<file path="src/rtl/alu_seq_nbits.sv">
// Sequential ALU: single-cycle logic/arithmetic ops and an optional iterative multiplier.
// Define ALU_SEQ_MUL_EN to build the shift-add multiplier for op 110; otherwise op 110 flags err.
//
// state | meaning
// IDLE  | waiting for start, outputs hold
// EXEC  | one-cycle ALU operation, result written on leaving
// MUL   | shift-add multiply, one step per clock (ALU_SEQ_MUL_EN only)
module alu_seq_nbits #(
  parameter int WIDTH = 8
) (
  input  logic                 clk,
  input  logic                 rst_n,
  input  logic                 start,
  input  logic [2:0]           op,
  input  logic [WIDTH-1:0]     a,
  input  logic [WIDTH-1:0]     b,
  output logic [2*WIDTH-1:0]   result,
  output logic                 carry,
  output logic                 zero,
  output logic                 err,
  output logic                 busy,
  output logic                 done
);

  typedef enum logic [1:0] {IDLE, EXEC, MUL} state_t;

  state_t           state;
  logic [2:0]       op_q;
  logic [WIDTH-1:0] a_q;
  logic [WIDTH-1:0] b_q;
  logic [WIDTH:0]   alu_sum;
  logic             alu_err;

`ifdef ALU_SEQ_MUL_EN
  localparam int CNT_W = $clog2(WIDTH + 1);

  logic [CNT_W-1:0]   cnt;
  logic [2*WIDTH-1:0] prod;
  logic [2*WIDTH-1:0] mcand;
  logic [2*WIDTH-1:0] prod_nxt;
  logic [WIDTH-1:0]   mplier;

  assign prod_nxt = mplier[0] ? (prod + mcand) : prod;
`endif

  // bit WIDTH carries the carry-out / borrow; logic ops leave it 0
  always_comb begin
    alu_sum = '0;
    alu_err = 1'b0;
    case (op_q)
      3'b000: alu_sum = {1'b0, a_q} + {1'b0, b_q};
      3'b001: alu_sum = {1'b0, a_q} - {1'b0, b_q};
      3'b010: alu_sum = {1'b0, a_q & b_q};
      3'b011: alu_sum = {1'b0, a_q | b_q};
      3'b100: alu_sum = {1'b0, a_q ^ b_q};
      3'b101: alu_sum = {1'b0, ~a_q};
      3'b110: begin
`ifndef ALU_SEQ_MUL_EN
        alu_err = 1'b1;
`endif
      end
      3'b111: alu_sum = {1'b0, result[WIDTH-1:0]} + {1'b0, a_q};
      default: alu_sum = '0;
    endcase
  end

  always_ff @(posedge clk or negedge rst_n) begin
    if (!rst_n) begin
      state  <= IDLE;
      op_q   <= '0;
      a_q    <= '0;
      b_q    <= '0;
      result <= '0;
      carry  <= 1'b0;
      zero   <= 1'b0;
      err    <= 1'b0;
      busy   <= 1'b0;
      done   <= 1'b0;
`ifdef ALU_SEQ_MUL_EN
      cnt    <= '0;
      prod   <= '0;
      mcand  <= '0;
      mplier <= '0;
`endif
    end else begin
      done <= 1'b0;
      case (state)
        IDLE: begin
          if (start) begin
            op_q <= op;
            a_q  <= a;
            b_q  <= b;
            busy <= 1'b1;
`ifdef ALU_SEQ_MUL_EN
            if (op == 3'b110) begin
              state  <= MUL;
              cnt    <= CNT_W'(WIDTH);
              prod   <= '0;
              mcand  <= {{WIDTH{1'b0}}, a};
              mplier <= b;
            end else begin
              state <= EXEC;
            end
`else
            state <= EXEC;
`endif
          end
        end
        EXEC: begin
          result <= {{WIDTH{1'b0}}, alu_sum[WIDTH-1:0]};
          carry  <= alu_sum[WIDTH];
          zero   <= (alu_sum[WIDTH-1:0] == '0);
          err    <= alu_err;
          busy   <= 1'b0;
          done   <= 1'b1;
          state  <= IDLE;
        end
`ifdef ALU_SEQ_MUL_EN
        MUL: begin
          prod   <= prod_nxt;
          mcand  <= mcand << 1;
          mplier <= mplier >> 1;
          cnt    <= cnt - 1'b1;
          // last step: commit the product straight from the adder
          if (cnt == CNT_W'(1)) begin
            result <= prod_nxt;
            carry  <= |prod_nxt[2*WIDTH-1:WIDTH];
            zero   <= (prod_nxt == '0);
            err    <= 1'b0;
            busy   <= 1'b0;
            done   <= 1'b1;
            state  <= IDLE;
          end
        end
`endif
        default: state <= IDLE;
      endcase
    end
  end

endmodule

</file>
<file path="config.mk">
export PLATFORM = sky130hd
export DESIGN_NAME = alu_seq_nbits
export DESIGN_NICKNAME = d
export VERILOG_FILES = /design/src/rtl/alu_seq_nbits.sv
export SDC_FILE = /design/constraint.sdc
export NUM_CORES = 1
export LEC_CHECK = 0
export ABC_AREA = 1
export BUFFER_PORTS_ARGS = -buffer_cell sky130_fd_sc_hd__buf_2
export CAP_MARGIN = 30
export CORE_UTILIZATION = 57
export DETAILED_ROUTE_END_ITERATION = 8
export HOLD_SLACK_MARGIN = 0.15
export PLACE_DENSITY = 0.91
export SLEW_MARGIN = 5
export SYNTH_ARGS = -nofsm -noshare
export SYNTH_HDL_FRONTEND = slang
export SYNTH_SLANG_ARGS = --single-unit
</file>
<file path="constraint.sdc">
create_clock -name clk -period 2.9 [get_ports clk]
set_input_delay 0.435 -clock clk [delete_from_list [all_inputs] [get_ports clk]]
set_output_delay 0.435 -clock clk [all_outputs]
set_load 0.01 [all_outputs]
</file>
==> run summary <==
Mapped Area - 2510 µm²
Logic pwr share - 0.409
Fin Clk Skew - 0.00674 ns
Tightest Pin Transition - 0.738 ns
routed wire length - 6.61 mm
GRT Overall Usage - 0.315
Startpoint Class - flop
Synth Instances - 364
Sw Ratio - 0.406
Clk pwr share - 0.261
final net count - 452
wire length per cell - 14.6 µm
Worst Path Required - 3.09 ns
CP arrival - 2.83 ns
Power per Cell Area - 650 nW/µm²
grt total ovfl - 0
Clock Path Buffers - 2
Crit Path Class - reg2reg
detailed-route via count - 2550
CP endpoint kind - flop
largest net degree at the start of global routing - 39
run status - completed
fraction of layout cells with a size suffix above 1 - 0.166
commonest non-fill, non-tap cells in the layout - nand2_1, inv_1, o21ai_0, buf_2, dfrtp_1
Hold Slack - 0.198 ns
Synthesis Warnings - 0
overall power - 1.86 mW
number of CTS-inserted buffers - 5
IO Port Bufs - 34
hold_buf cts - 0
DRC Markers - 0
leading area contributor after synthesis - dfrtp_1
root buffer cell - clkbuf_8
commonest non-fill, non-tap cell in the layout - nand2_1
post-synthesis register bit count - 32
Chip Height - 68.4 µm
clock sink count - 32
highest clock rate - 0.378 GHz
LEAKAGE - 1.57 nW
first-pass GRT wire length - 10.6 mm
H-tree depth - 2
Rel. slew slack - 0.508
initial antenna violation count - 0
Core Area - 4120 µm²
diode count - 0
DR iter-0 viols - 236
Initial Util - 0.610
Crit Path Max Fanout - 4
clock-pin slew on the worst setup and hold paths - 0.07 ns
period utilization - 0.912
die footprint - 4670 µm²
Tmin final - 2.64 ns
CTS tree - done
area growth from synthesis to layout - 13.7%
GPL Wtd Cong - 1.00
first drt pass iteration count - 5
Setup Viol. Count Final - 0
Synth top area share - 0.319
register area share after synthesis - 0.319
Max Cap Viol - 0
hold crit path type - in2async
P_sw - 0.754 mW
sequential share of power - 0.330
vias in the first global route - 2298
fin. max-slew vios - 0
Pint - 1.10 mW
DR vias/cell - 5.63
post-synthesis cell type count - 28
post-DP HPWL - 4.86 mm
I/O pins - 43
Clock Latency Late Sink - 0.29 ns
Die X - 68.4 µm
final hold violation count - 0
VDD IR max - 0.000440 V
row count - 23
synthesized area per cell - 6.90 µm²
ranking of synthesized cells by area - dfrtp_1, nand2_1, ha_1, inv_1, o21ai_0
Post-DRT Antenna Nets - 0
-- final timing paths --
| kind | endpoint | slack (ns) | startpoint | cells after the start |
|---|---|---|---|---|
| worst max register to register | zero | 0.26 | b_q[1] | 18 |
| worst min register to register | carry | 0.49 | carry | 2 |
| min in group clk | op_q[2] | 0.35 | op[2] | 3 |
| worst max-delay path | zero | 0.26 | b_q[1] | 18 |
| worst min-delay path | a_q[0] | 0.20 | rst_n | 1 |
| max in group asynchronous | op_q[0] | 2.19 | rst_n | 1 |
-- cells in the mapped netlist, drive strengths merged --
cell	number
conb	1
a31oi	3
inv	55
dfrtp	32
ha	27
o221ai	2
or2	1
nand4	6
fa	1
o211ai	1
o2111ai	1
o31ai	1
clkbuf	3
nand3b	1
a21oi	4
buf	13
o21ai	36
nor2	29
nand2	113
nand3	31
nor3	3
-- cell families (layout without fill, tap and decap cells) --
group,Yosys count,after routing,synth area share
AOI/OAI and AO/OA,48,48,0.104
buffers and inverters,71,103,0.124
and+or+nand+nor,184,184,0.310
adders and majority gates,28,28,0.143
other,1,8,0.00149
DFF,32,32,0.319
-- power by group through the flow --
| stage | Combinational, mW | Sequential (mW) | Clock [mW] |
|---|---|---|---|
| floorplan | 0.497 | 0.619 | 0 |
| global placement | 0.690 | 0.610 | 0 |
| detailed placement | 0.718 | 0.614 | 0 |
| CTS | 0.728 | 0.607 | 0.485 |
| global route | 0.859 | 0.622 | 0.498 |
| finish | 0.759 | 0.612 | 0.485 |
-- worst max-delay path, cell delays in order, from the launching register on --
cell and delay (ns):
dfrtp_1 0.41, inv_2 0.10, ha_1 0.16, nand2_1 0.11, nor2_2 0.13, nand4_1 0.14, nand3_1 0.13, o221ai_1 0.14
ha_1 0.37, nand2_1 0.12, inv_1 0.05, a21oi_1 0.17, nand2_1 0.07, nand2_1 0.06, nand3_1 0.07, nand2_1 0.14
nor2_1 0.07, nand3_1 0.08, nand2_1 0.05
-- layout make-up --
class / instances / area [µm²]
clock buffers: 7 / 96.3
clock inverters: 1 / 30.0
fillers: 330 / 1260
inverters: 55 / 206
multi-input cells: 268 / 1440
flip-flops and latches: 32 / 802
well taps: 50 / 62.6
repair buffers: 40 / 215
-- flip-flops by register name, indices dropped and copies added, names as in the netlist --
| name | cells |
|---|---|
| err | 1 |
| op_q | 3 |
| a_q | 8 |
| done | 1 |
| carry | 1 |
| busy | 1 |
| zero | 1 |
| result | 8 |
| b_q | 8 |
-- metrics by stage --
stage	util	cells	instance area [µm²]	setup WS, ns	TNS, ns
2_1_floorplan	-	371	2540	0.578	0
3_3_place_gp	0.653	442	2690	0.272	0
3_5_place_dp	0.653	442	2690	0.173	0
4_1_cts	0.684	450	2810	0.172	0
5_1_grt	0.693	453	2850	-0.0517	-0.0517
6_report	0.693	453	2850	0.256	0
-- timing repair --
action	4_1_cts	5_1_grt
endpoints found under the setup margin	0	5
resized for setup	0	8
buffers inserted	0	3
-- layer usage --
layer / vias to the layer above / global-route usage / routed length, µm
met5: - / 0 / 0
met2: 131 / 0.488 / 3080
met3: 18 / 0.0617 / 537
met4: 0 / 0.138 / 161
li1: 1223 / - / -
met1: 1178 / 0.423 / 2840
(Power assumes the default switching activity.)
